$ cat config.mk
export PLATFORM = sky130hd
export DESIGN_NAME = mem_port_arbiter
export DESIGN_NICKNAME = d
export VERILOG_FILES = /design/src/rtl/mem_port_arbiter.sv
export SDC_FILE = /design/constraint.sdc
export NUM_CORES = 1
export LEC_CHECK = 0
export ABC_CLOCK_PERIOD_IN_PS = 1400
export CAP_MARGIN = 5
export CORE_AREA = 2 2 104 106
export CTS_CLUSTER_DIAMETER = 50
export DETAILED_ROUTE_END_ITERATION = 12
export DIE_AREA = 0 0 106 108
export DONT_BUFFER_PORTS = 1
export PLACE_DENSITY = 0.74
export SYNTH_ARGS = -nofsm -noshare
export SYNTH_HDL_FRONTEND = slang
export SYNTH_SLANG_ARGS = --single-unit
$ cat constraint.sdc
create_clock -name clk -period 1.4 [get_ports clk]
set_input_delay 0.28 -clock clk [delete_from_list [all_inputs] [get_ports clk]]
set_output_delay 0.28 -clock clk [all_outputs]
set_load 0.01 [all_outputs]
$ cat src/rtl/mem_port_arbiter.sv
// Arbitrates one single-port memory between instruction fetch and the data path.
// Optional watchdog abort on stalled memory: define MEM_ARB_TIMEOUT_EN.
module mem_port_arbiter #(
  parameter int unsigned ADDR_WIDTH   = 32,
  parameter int unsigned DATA_WIDTH   = 32,
  parameter int unsigned STARVE_LIMIT = 4,
  parameter int unsigned MEM_TIMEOUT  = 16
) (
  input  logic                  clk,
  input  logic                  reset_n,
  input  logic                  if_req,
  input  logic [ADDR_WIDTH-1:0] if_addr,
  output logic                  if_gnt,
  output logic                  if_rvalid,
  output logic [DATA_WIDTH-1:0] if_rdata,
  output logic                  if_err,
  input  logic                  dm_req,
  input  logic                  dm_we,
  input  logic [ADDR_WIDTH-1:0] dm_addr,
  input  logic [DATA_WIDTH-1:0] dm_wdata,
  output logic                  dm_gnt,
  output logic                  dm_rvalid,
  output logic [DATA_WIDTH-1:0] dm_rdata,
  output logic                  dm_err,
  output logic                  mem_req,
  output logic                  mem_we,
  output logic [ADDR_WIDTH-1:0] mem_addr,
  output logic [DATA_WIDTH-1:0] mem_wdata,
  input  logic                  mem_ready,
  input  logic [DATA_WIDTH-1:0] mem_rdata,
  output logic                  busy
);

  localparam int unsigned SC_W = $clog2(STARVE_LIMIT + 1);

  typedef enum logic [1:0] {IDLE, IF_BUSY, DM_BUSY} state_t;

  state_t                state_q, state_d;
  logic [SC_W-1:0]       starve_q, starve_d;
  logic                  grant_dm, grant_if, timeout_hit;
  logic                  if_gnt_d, dm_gnt_d, if_rvalid_d, dm_rvalid_d, if_err_d, dm_err_d;
  logic                  mem_req_d, mem_we_d;
  logic [ADDR_WIDTH-1:0] mem_addr_d;
  logic [DATA_WIDTH-1:0] mem_wdata_d, if_rdata_d, dm_rdata_d;

  assign grant_dm = dm_req && (!if_req || (starve_q < SC_W'(STARVE_LIMIT)));
  assign grant_if = if_req && !grant_dm;

`ifdef MEM_ARB_TIMEOUT_EN
  localparam int unsigned TO_W = $clog2(MEM_TIMEOUT + 1);
  logic [TO_W-1:0] to_cnt;

  // Clearing while IDLE is equivalent to clearing on each grant.
  always_ff @(posedge clk or negedge reset_n) begin
    if (!reset_n)            to_cnt <= '0;
    else if (state_q == IDLE) to_cnt <= '0;
    else if (!mem_ready)     to_cnt <= to_cnt + TO_W'(1);
  end

  assign timeout_hit = (state_q != IDLE) && !mem_ready && (to_cnt == TO_W'(MEM_TIMEOUT - 1));
`else
  assign timeout_hit = 1'b0;
`endif

  always_ff @(posedge clk or negedge reset_n) begin
    if (!reset_n) begin
      state_q   <= IDLE;
      starve_q  <= '0;
      if_gnt    <= 1'b0;
      dm_gnt    <= 1'b0;
      if_rvalid <= 1'b0;
      dm_rvalid <= 1'b0;
      if_err    <= 1'b0;
      dm_err    <= 1'b0;
      if_rdata  <= '0;
      dm_rdata  <= '0;
      mem_req   <= 1'b0;
      mem_we    <= 1'b0;
      mem_addr  <= '0;
      mem_wdata <= '0;
      busy      <= 1'b0;
    end else begin
      state_q   <= state_d;
      starve_q  <= starve_d;
      if_gnt    <= if_gnt_d;
      dm_gnt    <= dm_gnt_d;
      if_rvalid <= if_rvalid_d;
      dm_rvalid <= dm_rvalid_d;
      if_err    <= if_err_d;
      dm_err    <= dm_err_d;
      if_rdata  <= if_rdata_d;
      dm_rdata  <= dm_rdata_d;
      mem_req   <= mem_req_d;
      mem_we    <= mem_we_d;
      mem_addr  <= mem_addr_d;
      mem_wdata <= mem_wdata_d;
      busy      <= (state_d != IDLE);
    end
  end

  always_comb begin
    state_d = state_q;
    case (state_q)
      IDLE: begin
        if (grant_dm)      state_d = DM_BUSY;
        else if (grant_if) state_d = IF_BUSY;
      end
      IF_BUSY, DM_BUSY: begin
        if (mem_ready || timeout_hit) state_d = IDLE;
      end
      default: state_d = IDLE;
    endcase
  end

  always_comb begin
    starve_d    = starve_q;
    if_gnt_d    = 1'b0;
    dm_gnt_d    = 1'b0;
    if_rvalid_d = 1'b0;
    dm_rvalid_d = 1'b0;
    if_err_d    = 1'b0;
    dm_err_d    = 1'b0;
    if_rdata_d  = if_rdata;
    dm_rdata_d  = dm_rdata;
    mem_req_d   = mem_req;
    mem_we_d    = mem_we;
    mem_addr_d  = mem_addr;
    mem_wdata_d = mem_wdata;
    case (state_q)
      IDLE: begin
        if (grant_dm) begin
          dm_gnt_d    = 1'b1;
          mem_req_d   = 1'b1;
          mem_we_d    = dm_we;
          mem_addr_d  = dm_addr;
          mem_wdata_d = dm_wdata;
          if (!if_req)                                starve_d = '0;
          else if (starve_q != SC_W'(STARVE_LIMIT)) starve_d = starve_q + SC_W'(1);
        end else if (grant_if) begin
          if_gnt_d    = 1'b1;
          mem_req_d   = 1'b1;
          mem_we_d    = 1'b0;
          mem_addr_d  = if_addr;
          mem_wdata_d = '0;
          starve_d    = '0;
        end
      end
      IF_BUSY: begin
        if (mem_ready) begin
          if_rvalid_d = 1'b1;
          if_rdata_d  = mem_rdata;
          mem_req_d   = 1'b0;
        end else if (timeout_hit) begin
          if_rvalid_d = 1'b1;
          if_err_d    = 1'b1;
          if_rdata_d  = '0;
          mem_req_d   = 1'b0;
        end
      end
      DM_BUSY: begin
        if (mem_ready) begin
          dm_rvalid_d = 1'b1;
          dm_rdata_d  = mem_we ? '0 : mem_rdata;
          mem_req_d   = 1'b0;
        end else if (timeout_hit) begin
          dm_rvalid_d = 1'b1;
          dm_err_d    = 1'b1;
          dm_rdata_d  = '0;
          mem_req_d   = 1'b0;
        end
      end
      default: ;
    endcase
  end

endmodule

==> flow_metrics.env, run 1 <==
export IMPL_status="did not finish"
export IMPL_flow_stopped_at="4_1_cts"
export IMPL_error_line="[ERROR RSZ-0060] Max buffer count reached."
export IMPL_ys_top_cells_by_area="dfrtp_1 61%, mux2_2 6.3%, mux2i_1 5.6%, a22o_1 5.0%, nand2_1 4.4%"
export IMPL_cts_setup_buffers=0
export IMPL_synth_commonest_cells="140 x dfrtp_1, 68 x nand2_1, 37 x o21ai_0"
export IMPL_clock_sinks=140
export IMPL_cts_hold_fix_buffers=125
export IMPL_die_w_um=106
export IMPL_synth_top_cell_area_share_pct=61.1
export IMPL_max_clock_path_buffers=2
export IMPL_place_gp_congestion=0.799
export IMPL_dpl_hpwl_um=8600
export IMPL_ys_flop_type="dfrtp_1"
export IMPL_async_flop_share_pct=100
export IMPL_ys_seq_elements=140
export IMPL_dp_cells=591
export IMPL_synthCells=470
export IMPL_syn_avg_cell_area_um2=12.2
export IMPL_ys_warn_count=0
export IMPL_synth_cell_types=29
export IMPL_synth_most_common_cell="dfrtp_1"
export IMPL_root_buffer="clkbuf_8"
export IMPL_h_tree_depth=4
export IMPL_seq_area_frac_synth_pct=61.1
export IMPL_syn_area_um2=5740
export IMPL_cts_buffers=17
export IMPL_placed_area_um2=6010
export IMPL_synth_edf_count=0
export IMPL_ios=271
export IMPL_die_h_um=108
export IMPL_start_util_pct=56.1
export IMPL_synth_top_cell_by_area="dfrtp_1"
export IMPL_std_cell_rows=37
export IMPL_cts_resized=5
export IMPL_io_buffer_count=0
[cell families after synthesis]
| logic type | synth area share (%) |
|---|---|
| other | 0.0654 |
| adder cells (fa/ha/maj) | 1.31 |
| AO/OA/AOI/OAI | 13.2 |
| buffers and inverters | 3.86 |
| AND/OR/NAND/NOR | 8.63 |
| flip-flops | 61.1 |
| multiplexers | 11.9 |
[through the flow]
step	hold slack [ns]	setup TNS [ns]	setup WS (ns)
2_1_floorplan	-0.0156	-0.397	-0.0149
3_3_place_gp	-0.0131	-0.336	-0.0284
3_5_place_dp	-0.0129	-5.29	-0.103
==> inputs of run 2 (changes only) <==
Settings changed: ABC_CLOCK_PERIOD_IN_PS 1400 to 1800, CORE_AREA 2 2 104 106 to default, CORE_MARGIN from default to 1, CORE_UTILIZATION from default to 40, CTS_CLUSTER_DIAMETER 50 to default, DIE_AREA 0 0 106 108 to default, PLACE_DENSITY 0.74 to default, PLACE_DENSITY_LB_ADDON from default to 0.15.
Clock period 1.4 ns to 1.8 ns, I/O delays scaled along.
==> run 2 against run 1 <==
The flow now finishes, with violations (negative hold slack). Area after synthesis stayed put. Synthesized cell count is the same.
==> flow_metrics.env, run 2 <==
export IMPL_slew_violations=0
export IMPL_power_frac_comb_pct=22.2
export IMPL_drive_gt1_share_pct=18.4
export IMPL_maxSlewHeadroom_pct=45.6
export IMPL_power_internal_w=0.00861
export IMPL_required_ns=2.10
export IMPL_worst_pin_slew_ns=0.813
export IMPL_fin_skew_ns=0.00879
export IMPL_grt_max_degree=141
export IMPL_hold_viol_final=140
export IMPL_async_flop_share_pct=100
export IMPL_synth_top_cell_area_share_pct=61.1
export IMPL_num_nets_final=607
export IMPL_grt_pass1_vias=3474
export IMPL_fin_crit_ns=1.65
export IMPL_clock_sinks=140
export IMPL_die_h_um=122
export IMPL_rrSetupSlack_ns=0.15
export IMPL_path_max_fanout=28
export IMPL_drv_cap=0
export IMPL_vias_per_cell=5.19
export IMPL_postRouteWirelength_um=12100
export IMPL_ff_latch_area_um2=3500
export IMPL_insertion_delay_ns=0.42
export IMPL_root_buffer="clkbuf_16"
export IMPL_ys_warn_count=0
export IMPL_drt_pass1_iterations=4
export IMPL_diodes=0
export IMPL_finalPower_w=0.0130
export IMPL_rsz0062_at_grt="false"
export IMPL_antenna_found_initial=0
export IMPL_synth_commonest_cells="140 x dfrtp_1, 68 x nand2_1, 37 x o21ai_0"
export IMPL_arrival_ns=1.95
export IMPL_violations="negative hold slack"
export IMPL_start_util_pct=41.2
export IMPL_ys_top_cells_by_area="dfrtp_1 61%, mux2_2 6.3%, mux2i_1 5.6%, a22o_1 5.0%, nand2_1 4.4%"
export IMPL_seq_area_frac_synth_pct=61.1
export IMPL_power_density_nw_per_um2=1980
export IMPL_ios=271
export IMPL_synth_most_common_cell="dfrtp_1"
export IMPL_clkTransAtPathRegs_ns=0.06
export IMPL_ys_flop_type="dfrtp_1"
export IMPL_cts_tree="built"
export IMPL_power_leakage_nw=3.09
export IMPL_startpoint="state_q[0]"
export IMPL_place_gp_congestion=0.697
export IMPL_max_clock_path_buffers=2
export IMPL_holdWs_ns=-0.361
export IMPL_critPathCaptureType="register"
export IMPL_period_share_pct=91.6
export IMPL_r2r_start="state_q[0]"
export IMPL_ir_drop_mv=0.734
export IMPL_coreArea_um2=13900
export IMPL_grt_overflow=0
export IMPL_tns_ns=0
export IMPL_areaGrowthSynthToFinish_pct=14.9
export IMPL_syn_avg_cell_area_um2=12.2
export IMPL_cts_setup_buffers=0
export IMPL_synth_cell_types=29
export IMPL_std_cell_rows=43
export IMPL_synth_edf_count=0
export IMPL_die_area_um2=14800
export IMPL_post_drt_wl_per_cell_um=18.3
export IMPL_cts_resized=0
export IMPL_stdcell_area_um2=6590
export IMPL_drtIter0Drc=165
export IMPL_setup_violations=0
export IMPL_drcViolationCount=0
export IMPL_die_w_um=122
export IMPL_fillers=1252
export IMPL_io_buffer_count=0
export IMPL_pwr_share_seq_pct=48.3
export IMPL_placed_area_um2=5940
export IMPL_synthCells=470
export IMPL_p_sw_share_pct=34.0
export IMPL_status="finished, violations left"
export IMPL_clkPwrFrac_pct=29.5
export IMPL_h_tree_depth=4
export IMPL_final_cell_mix="140 x dfrtp_1, 67 x nand2_1, 37 x o21ai_0"
export IMPL_switchingPower_w=0.00443
export IMPL_dpl_hpwl_um=8270
export IMPL_syn_area_um2=5740
export IMPL_critical_path_class="register to register"
export IMPL_fmax_mhz=606
export IMPL_ys_seq_elements=140
export IMPL_num_vias=3423
export IMPL_synth_top_cell_by_area="dfrtp_1"
export IMPL_antenna_left=0
export IMPL_critPathLaunchType="register"
export IMPL_hp_class="input port to async pin"
export IMPL_cts_buffers=17
export IMPL_grt_use_total_pct=16.7
export IMPL_grt_pass1_wl_um=18500
export IMPL_final_common_cell="dfrtp_1"
export IMPL_multi_input_area_um2=2030
[run 2: metal layers]
layer / up-vias / routed length (um) / global-route usage, %
met1: 1614 / 4730 / 19.6
met2: 185 / 5830 / 26.3
li1: 1610 / - / -
met5: - / 0 / 0
met4: 0 / 206 / 7.64
met3: 14 / 1290 / 7.30
[run 2: path summary, 6_finish.rpt]
| kind | to | cells past startpoint |
|---|---|---|
| setup / recovery | mem_wdata[7] | 5 |
| hold / removal | dm_rdata[10] | 0 |
| setup reg to reg | mem_wdata[7] | 5 |
| hold reg to reg | starve_q[1] | 1 |
| max in group asynchronous | mem_addr[20] | 0 |
| min in group clk | mem_wdata[22] | 1 |
[run 2: worst max-delay path, stage by stage (launching register included)]
cell and delay [ns]:
dfrtp_1 0.41, inv_1 0.09, ha_1 0.31, o21ai_4 0.28
buf_12 0.25, a22o_1 0.19
[run 2: metrics by stage]
stage                     setup slack, ns  cells  util [%]
after floorplan                     0.385    471         -
after global placement              0.192    628      42.6
after detailed placement            0.128    628      42.6
after CTS                           0.116    659      47.3
after global routing               0.0305    659      47.3
final                               0.150    659      47.3
[run 2: power groups by stage]
| stage | registers, W | clock network [W] | logic (W) |
|---|---|---|---|
| finish | 0.00630 | 0.00384 | 0.00289 |
| detailed placement | 0.00637 | 0 | 0.00298 |
| global placement | 0.00638 | 0 | 0.00283 |
| global route | 0.00651 | 0.00412 | 0.00327 |
| floorplan | 0.00598 | 0 | 0.00240 |
| CTS | 0.00635 | 0.00395 | 0.00295 |
[run 2: final cells by class]
type	count	share of cell area, %
well taps	180	3.42
clock buffers	21	7.13
repair buffers	9	2.16
inverters	10	0.569
clock inverters	10	2.85
flip-flops and latches	140	53.1
multi-input cells	289	30.7
[run 2: kinds of logic (layout without fill, tap and decap cells)]
kind of cell | count (synthesis) | count (layout) | synth area share, %
and+or+nand+nor | 106 | 106 | 8.63
adders and majority gates | 6 | 6 | 1.31
buffers and inverters | 42 | 50 | 3.86
other | 1 | 2 | 0.0654
AOI/OAI and AO/OA | 111 | 111 | 13.2
DFF | 140 | 140 | 61.1
muxes | 64 | 64 | 11.9
Power figures use the tool's default switching activity.
==> inputs of run 3 (changes only) <==
--- a/constraint.sdc
+++ b/constraint.sdc
@@ -3,2 +3,2 @@
 set_output_delay 0.36 -clock clk [all_outputs]
-set_load 0.01 [all_outputs]
+set_load 0.005 [all_outputs]
==> run 3 against run 2 <==
The run still ends with negative hold slack left. Die area stayed put. Sequential cell count stayed put. Cell area is 0.80% lower. Critical endpoint is now starve_q[1]. Cell count stayed put. Register-to-register slack better by 0.02 ns.
==> flow_metrics.env, run 3 (synthesized netlist as in run 2, its figures left out) <==
export IMPL_status="finished, violations left"
export IMPL_violations="negative hold slack"
export IMPL_grt_use_total_pct=16.5
export IMPL_diodes=0
export IMPL_final_common_cell="dfrtp_1"
export IMPL_period_share_pct=90.5
export IMPL_antenna_found_initial=0
export IMPL_insertion_delay_ns=0.41
export IMPL_place_gp_congestion=0.701
export IMPL_drt_pass1_iterations=4
export IMPL_num_vias=3442
export IMPL_arrival_ns=1.98
export IMPL_use_met1_pct=19.0
export IMPL_path_max_fanout=20
export IMPL_cpMaxStageDelayCell="dfrtp_1"
export IMPL_p_sw_share_pct=32.0
export IMPL_clock_sinks=140
export IMPL_areaGrowthSynthToFinish_pct=14.0
export IMPL_grt_overflow=0
export IMPL_antenna_left=0
export IMPL_clkTransAtPathRegs_ns=0.06
export IMPL_cp_slowest_stage_delay_ns=0.40
export IMPL_critPathCaptureType="register"
export IMPL_grt_pass1_vias=3465
export IMPL_cts_buffers=17
export IMPL_crit_chain="inv_1 > ha_1 > nand3_1 > inv_2 > buf_4 > a32o_1"
export IMPL_holdWs_ns=-0.352
export IMPL_die_h_um=122
export IMPL_grt_pass1_wl_um=18300
export IMPL_power_leakage_nw=3.06
export IMPL_postRouteWirelength_um=11900
export IMPL_startpoint="state_q[0]"
export IMPL_hold_viol_final=140
export IMPL_worstPathBufferInverterCount=3
export IMPL_grt_max_degree=141
export IMPL_r2r_start="state_q[0]"
export IMPL_switchingPower_w=0.00390
export IMPL_vias_per_cell=5.22
export IMPL_hp_class="input port to async pin"
export IMPL_slew_violations=0
export IMPL_gr_usage_met3_pct=7.82
export IMPL_required_ns=2.15
export IMPL_met2_usage_pct=25.9
export IMPL_fin_crit_ns=1.63
export IMPL_critical_path_class="register to register"
export IMPL_ir_drop_mv=0.831
export IMPL_io_buffer_count=0
export IMPL_root_buffer="clkbuf_16"
export IMPL_num_nets_final=608
export IMPL_pwr_share_seq_pct=47.4
export IMPL_maxSlewHeadroom_pct=65.2
export IMPL_cts_resized=0
export IMPL_drcViolationCount=0
export IMPL_grt_busiest_layer="met2"
export IMPL_final_cell_mix="140 x dfrtp_1, 67 x nand2_1, 37 x o21ai_0"
export IMPL_die_w_um=122
export IMPL_coreArea_um2=13900
export IMPL_power_density_nw_per_um2=1860
export IMPL_drtIter0Drc=132
export IMPL_cts_setup_buffers=0
export IMPL_cts_tree="built"
export IMPL_max_clock_path_buffers=2
export IMPL_tns_ns=0
export IMPL_post_drt_wl_per_cell_um=18.1
export IMPL_rsz0062_at_grt="false"
export IMPL_critPathLaunchType="register"
export IMPL_h_tree_depth=4
export IMPL_fmax_mhz=614
export IMPL_worst_pin_slew_ns=0.520
export IMPL_ios=271
export IMPL_start_util_pct=41.2
export IMPL_finalNonFillerCells=659
export IMPL_fin_skew_ns=0.00641
export IMPL_drv_cap=0
export IMPL_dp_cells=629
export IMPL_std_cell_rows=43
export IMPL_path_delay_family="buffers and inverters"
export IMPL_drive_gt1_share_pct=18.6
export IMPL_dpl_hpwl_um=8280
export IMPL_setup_violations=0
export IMPL_power_internal_w=0.00830
export IMPL_power_frac_comb_pct=23.8
export IMPL_die_area_um2=14800
export IMPL_clkPwrFrac_pct=28.8
==> run 3: cell count changes in the layout (fill, tap and decap cells not counted), sizes merged <==
| cell | before | now |
|---|---|---|
| buf | 9 | 10 |
| clkinvlp | 2 | 3 |
| clkinv | 3 | 5 |
| clkbuf | 21 | 19 |
| bufinv | 5 | 3 |
==> run 3: path summary, 6_finish.rpt <==
path	end	slack, ns	cells past startpoint
max	starve_q[1]	0.17	6
min	dm_rdata[10]	-0.35	0
max reg2reg	starve_q[1]	0.17	6
min reg2reg	dm_rdata[3]	0.50	2
max in group asynchronous	mem_wdata[4]	1.99	0
min in group clk	mem_wdata[22]	0.09	1
==> run 3: layer usage <==
metal,up-vias,part of all wire (%)
li1,1609,-
met1,1642,39
met2,178,48
met3,13,12
met4,0,1.6
met5,-,0
==> run 3: final cells by class <==
cell class	count	area [um2]
fillers	1286	7390
flip-flops and latches	140	3500
multi-input cells	289	2030
clock buffers	19	453
well taps	180	225
repair buffers	10	150
clock inverters	11	145
inverters	10	37.5
==> run 3: worst register-to-register path, stage by stage (launching register included) <==
cell,delay (ns)
dfrtp_1,0.40
inv_1,0.10
ha_1,0.32
nand3_1,0.24
inv_2,0.11
buf_4,0.23
a32o_1,0.18
==> run 3: per-stage QoR <==
stage / power, W / hold WS, ns / util (%) / setup slack [ns] / cell area (um2)
final: 0.0122 / -0.352 / 46.9 / 0.170 / 6540
after CTS: 0.0124 / -0.380 / 46.9 / 0.181 / 6540
after detailed placement: 0.00884 / 0.0674 / 42.7 / 0.192 / 5940
after global placement: 0.00870 / 0.0670 / 42.7 / 0.271 / 5940
after floorplan: 0.00785 / 0.0644 / - / 0.385 / 5740
after global routing: 0.0131 / -0.382 / 46.9 / 0.0722 / 6540
==> run 3: power groups by stage <==
stage / clock network, W / registers [W] / logic [W]
after floorplan: 0 / 0.00544 / 0.00240
after global routing: 0.00378 / 0.00599 / 0.00331
after detailed placement: 0 / 0.00585 / 0.00299
after CTS: 0.00362 / 0.00582 / 0.00296
after global placement: 0 / 0.00586 / 0.00284
final: 0.00351 / 0.00578 / 0.00290
